--- src/rtl/sle_readback.sv ---
// Serial readback for SLE register banks: snapshots a parallel bank on request and
// streams it LSB-first over a valid/ready handshake, with an optional even-parity trailer.
module sle_readback #(
  parameter int unsigned WIDTH  = 8,
  parameter int unsigned PARITY = 1
) (
  input  logic             clk,
  input  logic             aln,
  input  logic             req,
  input  logic [WIDTH-1:0] par_in,
  output logic             sdo,
  output logic             sdo_valid,
  input  logic             sdo_ready,
  output logic             busy,
  output logic             done
);

  localparam int unsigned CntW = $clog2(WIDTH + PARITY + 1);
  localparam logic [CntW-1:0] DataBeats = CntW'(WIDTH);
  localparam logic [CntW-1:0] LastBeat  = CntW'(WIDTH + PARITY - 1);

  typedef enum logic [1:0] {StIdle, StShift, StDone} state_e;

  state_e           state_q, state_d;
  logic [WIDTH-1:0] shadow_q, shadow_d;
  logic [CntW-1:0]  cnt_q, cnt_d;
  logic             parity_q, parity_d;

  always_comb begin
    state_d  = state_q;
    shadow_d = shadow_q;
    cnt_d    = cnt_q;
    parity_d = parity_q;
    case (state_q)
      StIdle: begin
        if (req) begin
          state_d  = StShift;
          shadow_d = par_in;
          cnt_d    = '0;
          parity_d = ^par_in;
        end
      end
      StShift: begin
        if (sdo_ready) begin
          shadow_d = {1'b0, shadow_q[WIDTH-1:1]};
          if (cnt_q == LastBeat) begin
            state_d = StDone;
            cnt_d   = '0;
          end else begin
            cnt_d = cnt_q + CntW'(1);
          end
        end
      end
      StDone:  state_d = StIdle;
      default: state_d = StIdle;
    endcase
  end

  always_ff @(posedge clk or negedge aln) begin
    if (!aln) begin
      state_q  <= StIdle;
      shadow_q <= '0;
      cnt_q    <= '0;
      parity_q <= 1'b0;
    end else begin
      state_q  <= state_d;
      shadow_q <= shadow_d;
      cnt_q    <= cnt_d;
      parity_q <= parity_d;
    end
  end

  // Outputs decode registered state only, so sdo_ready never reaches sdo/sdo_valid.
  always_comb begin
    sdo_valid = (state_q == StShift);
    busy      = (state_q != StIdle);
    done      = (state_q == StDone);
    sdo       = 1'b0;
    if (sdo_valid) begin
      sdo = (cnt_q < DataBeats) ? shadow_q[0] : parity_q;
    end
  end

endmodule

--- config.mk ---
export PLATFORM = sky130hd
export DESIGN_NAME = sle_readback
export DESIGN_NICKNAME = d
export VERILOG_FILES = /design/src/rtl/sle_readback.sv
export SDC_FILE = /design/constraint.sdc
export NUM_CORES = 1
export LEC_CHECK = 0
export BUFFER_PORTS_ARGS = -buffer_cell sky130_fd_sc_hd__buf_2
export CORE_MARGIN = 8
export CORE_UTILIZATION = 30
export CTS_CLUSTER_DIAMETER = 60
export DETAILED_ROUTE_END_ITERATION = 12
export SYNTH_ARGS = -nofsm -noshare
export SYNTH_HDL_FRONTEND = slang
export SYNTH_SLANG_ARGS = --single-unit
--- constraint.sdc ---
create_clock -name clk -period 1.6 [get_ports clk]
set_input_delay 0 -clock clk [delete_from_list [all_inputs] [get_ports clk]]
set_output_delay 0 -clock clk [all_outputs]
set_load 0.02 [all_outputs]
## Yosys cells after proc, flatten, opt, wreduce, memory -nomap -nowiden

Cells that the tools add are included.

- Register bits: 15
- Input bits: 12
- Output and inout port bits: 4
- Word-level logic and storage cells: 32

- Add/sub/neg operators: 1
- Magnitude comparators: 1
- Equal/unequal tests: 6
- Multiplexer cells: 13
- Reductions and logical operators: 7

Operator list:

| kind | count |
|---|---|
| 2-to-1 mux 8 bit | 2 |
| one-hot mux 8 bit (2 select lines) | 1 |
| 2-to-1 mux 4 bit | 3 |
| one-hot mux 4 bit (2 select lines) | 1 |
| XOR reduction 8 bit | 1 |
| 2-to-1 mux 2 bit | 3 |
| AND reduction 3 bit | 2 |
| adder 4 x 1 -> 4 bit (second input constant) | 1 |
| == test 4 bit (second input constant) | 1 |
| < comparator 4 bit (second input constant) | 1 |
| != test 2 x 1 -> 1 bit (second input constant) | 2 |
| one-hot mux 2 bit (2 select lines) | 1 |
| nonzero test 2 bit | 2 |
| == test 2 x 1 -> 1 bit (second input constant) | 1 |
| == test 2 bit (second input constant) | 1 |
| zero test 2 bit | 1 |
| 2-to-1 mux 1 bit | 2 |
| != test 2 bit (second input constant) | 1 |
| AND reduction 2 bit | 1 |

## Logic depth before layout (Yosys ltp)

Gate-level depths: netlist of the first run.

- Word-level depth: 4
- Mapped depth: 6
- Mapped depth without buffers: 6

## Least setup slack after synthesis of the first run

OpenSTA, ideal clock, no wires.

- Path type: reg-to-reg
- From: reg cnt_q[0]
- To: reg cnt_q[3]
- Setup time: 128 ps
- Arrival: 1,085 ps
- Data required time: 1,472 ps
- Slack: 387 ps
- Stages on the path, launching flop included: 7
- Path buffers: 0
- Clock period less this slack: 1,213 ps
- Path through: dfrtp_1 -> inv_1 -> ha_1 -> nand3b_1 -> and3_1 -> o21ai_2 -> o41ai_2

- Word-level cells in the longest chain between the ends: 4
- Elaborated cells between the ends (all ways): 5
- Those cells by class: add/sub: 1; eq/ne: 1; mux: 3

RTL lines:

| what | RTL line | source |
|---|---|---|
| start: declaration | 26 | `logic [CntW-1:0] cnt_q, cnt_d;` |
| start signal: assignment | 68 | `cnt_q <= cnt_d;` |
| adder 4 x 1 -> 4 bit or == test 4 bit (tied branches) | 50, 46 |  |
| 2-to-1 mux 4 bit (*) | 46 | `if (cnt_q == LastBeat) begin` |
| 2-to-1 mux 4 bit (*) | 44 | `if (sdo_ready) begin` |
| one-hot mux 4 bit (2 select lines) (*) | 34 | `case (state_q)` |

Every way passes the cells marked *; elsewhere a longest branch is shown, timed or not. The select of a mux whose other input is x is not followed.
A chain may end at the register's enable or synchronous reset.

## Worst setup path after layout of the first run

- From: reg state_q[0]
- To: reg cnt_q[2]

- Word-level cells in the longest chain between the ends: 3
- Elaborated cells between the ends (all ways): 7
- Those cells by class: eq/ne: 3; mux: 1; reduce/logical: 3

RTL lines:

| what | RTL line | source |
|---|---|---|
| start: declaration | 24 | `state_e state_q, state_d;` |
| start signal: assignment | 61 | `state_q <= StIdle;` |
| start signal: assignment | 66 | `state_q <= state_d;` |
| == test 2 x 1 -> 1 bit or zero test 2 bit (tied branches) | 34 |  |
| != test 2 x 1 -> 1 bit (no line) (tied with other cells) | - |  |
| AND reduction 3 bit (no line) | - |  |

Parallel ways exist; a longest one is shown, timed or not.

==> qor.txt, run 1 <==
Clock Skews: 2.73 ps
area taken by multi-input logic gates: 394 um^2
vias per std cell: 4.60
post-cts resize count: 0
Final Critical Period: 1420 ps
vias in the first global route: 706
Max-slew headroom: 61.5%
Net Count, Synth: 95
cts bufs inserted: 3
initial DRC count: 13
startpoint types: flip-flop
Pwr Density: 1600 nW/um^2
TNS Setup: 0 ps
IR drop worst, VDD: 719 uV
number of setup violations in the final report: 0
Max Fclk: 704 MHz
critical path's largest stage delay: 430 ps
FILL cells: 275
Post-DRT Antenna Nets: 0
input/output buffers: 15
Critical Path Fanout Max: 20
final wirelength: 1600 um
CP required: 1760 ps
Top-Level Pins: 16
Sink Count: 15
clock share of power: 13.4%
drt wl/cell: 12.0 um
CP most frequent cell: o21ai_0
Syn Area/Cell: 10.0 um^2
Worst EP arrival: 1580 ps
CP Capture Type: flip-flop
fin util: 36.7%
leakage: 0.000444 uW
initial core utilization: 30.5%
ranking of synthesized cells by area: dfrtp_1 46%, mux2i_1 9.9%, xnor2_1 7.6%, o21ai_0 6.2%, nand2_1 4.6%
Worst Tran Pin Value: 577 ps
clk buf depth: 2
Max Slew Vio Count: 0
Pint: 948 uW
register area: 375 um^2
Die Wd: 68.0 um
Buffers & Inverters on Critical Path: 0
Psw: 620 uW
ant diodes: 0
initial antenna violation count: 0
H-tree depth: 1
Post-Syn Instances: 81
post-synth design cell area: 812 um^2
Root Buffer: clkbuf_4
Reg power frac: 40.9%
DP HPWL: 1260 um
drt drc: 0
gpl congestion: 0.713
Die ar.: 4630 um^2
top cell type's share of synthesized area: 46.2%
setup repair bufs after CTS: 0
Synth Warn #: 0
Rows: 19
CP max-delay cell: dfrtp_1
Final Hold Vio Count: 0
#FFs+latches synth: 15
Via Count: 617
status: finished, final reports clean
core area: 2660 um^2
critical path's top delay family: compound AO/OA/AOI/OAI gates
global-route wire length before repair: 2740 um
Clk Latency, worst-skew pair: 270 ps
Clock transition at path regs: 90 ps
Max Cap Viol: 0
Logic pwr share: 45.7%
critical path type: flip-flop to flip-flop
die height: 68.0 um
fraction of layout cells with a size suffix above 1: 24.3%
global route total overflow: 0
unrepaired setup endpoints after global routing: false
min-delay worst type: input pin to flip-flop
largest net degree at the start of global routing: 21
synth-to-layout area growth: 20.3%
sequential share of the synthesized area: 46.2%
Synth cell types: 25
CTS tree: yes
Switching Fraction: 39.5%
first drt pass iteration count: 3
post-synth top area cell: dfrtp_1
fin crit share: 88.8%
number of nets in the layout: 118
Hold-fix buffers, CTS: 3
crit-path cells: nand2b_1 -> a21o_1 -> o21ai_0 -> o21ai_0
GRT Util Overall: 7.50%
## worst register-to-register path, cell delays in order, from the launching register on
cell,delay [ps]
dfrtp_1,430
nand2b_1,160
a21o_1,380
o21ai_0,240
o21ai_0,100
## power by group through the flow
stage / combinational [uW] / sequential [uW] / clock [uW]
floorplan: 575 / 621 / 0
CTS: 737 / 640 / 221
finish: 717 / 641 / 210
global placement: 708 / 642 / 0
global route: 809 / 662 / 242
detailed placement: 730 / 646 / 0
## through the flow
step	setup WS, ps	hold WS, ps	cells	power (uW)	cell area [um^2]
floorplan	387	-296	81	1200	812
global placement	241	-77.0	127	1350	921
detailed placement	202	-72.7	127	1380	921
CTS	180	13.2	134	1600	977
global route	52.5	40.0	134	1710	977
finish	180	16.4	134	1570	977
## path summary, 6_finish.rpt
kind	end	cells past startpoint	from	slack [ps]
max	cnt_q[2]	4	state_q[0]	180
min	state_q[0]	3	req	20
max reg2reg	cnt_q[2]	4	state_q[0]	180
min reg2reg	shadow_q[2]	2	shadow_q[2]	490
max in group asynchronous	shadow_q[4]	2	aln	1180
min in group asynchronous	shadow_q[5]	2	aln	160
## flip-flops by register name (all words and copies together), names as in the netlist
register	flops
cnt_q	4
parity_q	1
state_q	2
shadow_q	8
## area by class of cell
| cell class | count | share of cell area [%] |
|---|---|---|
| inverters | 4 | 1.54 |
| repair buffers | 21 | 13.1 |
| flip-flops and latches | 15 | 38.4 |
| multi-input cells | 59 | 40.3 |
| clock buffers | 4 | 2.69 |
| well taps | 31 | 3.97 |
## cells by family (layout without fill, tap and decap cells)
| kind of cell | count (synthesis) | in the layout | share of synthesized area, % |
|---|---|---|---|
| AO/OA/AOI/OAI | 17 | 17 | 13.9 |
| XOR/XNOR | 7 | 7 | 7.55 |
| adder cells (fa/ha/maj) | 2 | 2 | 3.08 |
| buffers and inverters | 7 | 29 | 5.24 |
| flip-flops | 15 | 15 | 46.2 |
| multiplexers | 8 | 8 | 9.86 |
| AND/OR/NAND/NOR | 25 | 25 | 14.2 |
## per-layer routing
layer  global-route usage [%]  wire [um]
met2                     13.0        741
met1                     8.64        809
met5                        0          0
met3                     1.96         51
met4                     2.81          0
## cell usage after synthesis
| library cell | instances |
|---|---|
| o21ai_2 | 1 |
| inv_2 | 1 |
| buf_6 | 2 |
| ha_1 | 2 |
| o22ai_1 | 1 |
| a21oi_1 | 1 |
| mux2i_1 | 8 |
| nand4_1 | 1 |
| nand2b_1 | 2 |
| a22o_1 | 1 |
| nand2_1 | 10 |
| nor2b_1 | 1 |
| xnor2_1 | 7 |
| nand3b_1 | 1 |
| o21ai_0 | 10 |
| or2_2 | 1 |
| a21o_1 | 1 |
| nand3_1 | 2 |
| o41ai_2 | 1 |
| a32o_1 | 1 |
| dfrtp_1 | 15 |
| inv_1 | 3 |
| buf_2 | 1 |
| and3_1 | 1 |
| nor2_1 | 6 |
## placed cells by master, fill, tap and decap left out, drive strengths merged, types with 2 or more instances in the layout
cell,count
buf,18
clkbuf,4
dfrtp,15
dlygate4sd3,3
ha,2
inv,4
mux2i,8
nand2,10
nand2b,2
nand3,2
nor2,6
o21ai,11
xnor2,7
Power figures use the tool's default switching activity.
==> inputs of run 2 (changes only) <==
--- a/config.mk
+++ b/config.mk
@@ -10,6 +10,7 @@
 export CORE_UTILIZATION = 30
 export CTS_CLUSTER_DIAMETER = 60
 export DETAILED_ROUTE_END_ITERATION = 12
+export RECOVER_POWER = 100
 export SYNTH_ARGS = -nofsm -noshare
 export SYNTH_HDL_FRONTEND = slang
 export SYNTH_SLANG_ARGS = --single-unit
==> constraint.sdc (replaced) <==
create_clock -name clk -period 1.6 [get_ports clk]
set_input_delay 0.24 -clock clk [delete_from_list [all_inputs] [get_ports clk]]
set_output_delay 0.24 -clock clk [all_outputs]
set_load 0.02 [all_outputs]
==> qor.txt, run 2 (synthesis results as in run 1) <==
Worst Tran Pin Value: 816 ps
FILL cells: 279
Max Slew Vio Count: 0
vias per std cell: 4.67
final wirelength: 1660 um
worst hold start: par_in[7]
drt drc: 0
Reg power frac: 40.0%
worst hold stages: 2
TNS Setup: 0 ps
Max Fclk: 674 MHz
CTS tree: yes
drt wl/cell: 12.3 um
Worst EP arrival: 1240 ps
vias in the first global route: 657
initial DRC count: 12
cts bufs inserted: 3
met2 Use GR: 13.2%
DP HPWL: 1260 um
fin crit share: 92.7%
Die ar.: 4630 um^2
Non-Filler Instances: 135
Final Critical Period: 1480 ps
Sink Count: 15
status: finished, final reports clean
Max-slew headroom: 45.6%
fin util: 36.4%
unrepaired setup endpoints after global routing: false
initial antenna violation count: 0
gpl congestion: 0.728
Via Count: 630
Switching Fraction: 39.8%
r2r endpoint: cnt_q[3]
area taken by multi-input logic gates: 390 um^2
leakage: 0.000440 uW
min-delay worst type: input pin to flip-flop
Buffers & Inverters on Critical Path: 2
Design Power: 1610 uW
die height: 68.0 um
Root Buffer: clkbuf_4
Largest Register: shadow_q
first drt pass iteration count: 3
startpoint types: flip-flop
CP required: 1360 ps
Post-DRT Antenna Nets: 0
Logic pwr share: 46.7%
hold path endpoint: shadow_q[7]
Clock transition at path regs: 100 ps
initial core utilization: 30.5%
Clock Skews: 9.27 ps
clock share of power: 13.3%
fraction of layout cells with a size suffix above 1: 23.1%
critical path's top delay family: flip-flops
input/output buffers: 15
RR Startpoint: state_q[0]
busiest grt layer: met2
Die Wd: 68.0 um
IR drop worst, VDD: 817 uV
synth-to-layout area growth: 19.4%
GRT Util Overall: 7.84%
core area: 2660 um^2
Worst Setup SP: state_q[1]
commonest cells after routing, fill and taps aside: 15 x dfrtp_1, 11 x buf_2, 10 x nand2_1, 10 x o21ai_0, 8 x mux2i_1
Post-Place Cells: 127
CP Capture Type: output port
largest net degree at the start of global routing: 21
commonest non-fill, non-tap cell in the layout: dfrtp_1
register area: 375 um^2
Pint: 969 uW
grt met1 use: 8.45%
post-cts resize count: 0
critical path's largest stage delay: 420 ps
reg2reg setup slack: 170 ps
Max Cap Viol: 0
Rows: 19
ant diodes: 0
global route total overflow: 0
GR Util met3: 3.11%
Top Registers: shadow_q x8, cnt_q x4, state_q x2
Pwr Density: 1660 nW/um^2
global-route wire length before repair: 2760 um
Final Hold Vio Count: 0
Psw: 640 uW
clk buf depth: 2
Critical Path Fanout Max: 5
critical path type: flip-flop to output port
H-tree depth: 1
CP max-delay cell: dfrtp_1
number of nets in the layout: 119
crit-path cells: nand2b_1 -> inv_2 -> clkbuf_2
Worst R2R Path Depth: 4
Clk Latency, worst-skew pair: 280 ps
Largest register FFs: 8
number of setup violations in the final report: 0
Top-Level Pins: 16
==> run 2: how the worst max path moves through the flow <==
| stage | to | slack (ps) | depth (start not counted) |
|---|---|---|---|
| after floorplan | sdo | 380 | 3 |
| after global placement | cnt_q[2] | 240 | 4 |
| after detailed placement | cnt_q[3] | 190 | 4 |
| after CTS | sdo_valid | 70 | 3 |
| after global routing | sdo | 20 | 3 |
| final | sdo_valid | 120 | 3 |
==> run 2: stage by stage <==
step / hold WS, ps / area [um^2] / setup slack [ps]
final: 208 / 970 / 116
after global routing: 198 / 970 / 20.2
after CTS: 200 / 958 / 65.3
after detailed placement: 166 / 921 / 189
after global placement: 165 / 921 / 241
after floorplan: -55.6 / 812 / 381
==> run 2: worst register-to-register path, cell delays in order (launching register included) <==
cell and delay, ps:
dfrtp_1 430, nand2b_1 160, a21o_1 380, o21ai_1 260, o41ai_2 90
==> run 2: area by class of cell <==
| class | instances | share of cell area (%) |
|---|---|---|
| multi-input cells | 59 | 40.3 |
| flip-flops and latches | 15 | 38.7 |
| repair buffers | 22 | 12.6 |
| well taps | 31 | 4.00 |
| clock buffers | 3 | 2.32 |
| inverters | 4 | 1.55 |
| clock inverters | 1 | 0.516 |
==> run 2: timing repair <==
item | 4_1_cts | 5_1_grt
setup endpoints to repair | 0 | 1
endpoints found under the hold margin | 15 | 0
hold buffers | 1 | 0
buffers inserted | 0 | 3
==> run 2: power by group through the flow <==
stage                     Sequential (uW)  Clock [uW]  Combinational (uW)
after floorplan                       621           0                 575
after global placement                643           0                 707
after detailed placement              650           0                 722
after CTS                             645         225                 724
after global routing                  667         249                 836
final                                 643         215                 752
==> run 2: routing by layer <==
metal / wire length, um / vias up
li1: - / 321
met1: 784 / 297
met2: 767 / 10
met3: 94 / 2
met4: 12 / 0
met5: 0 / -
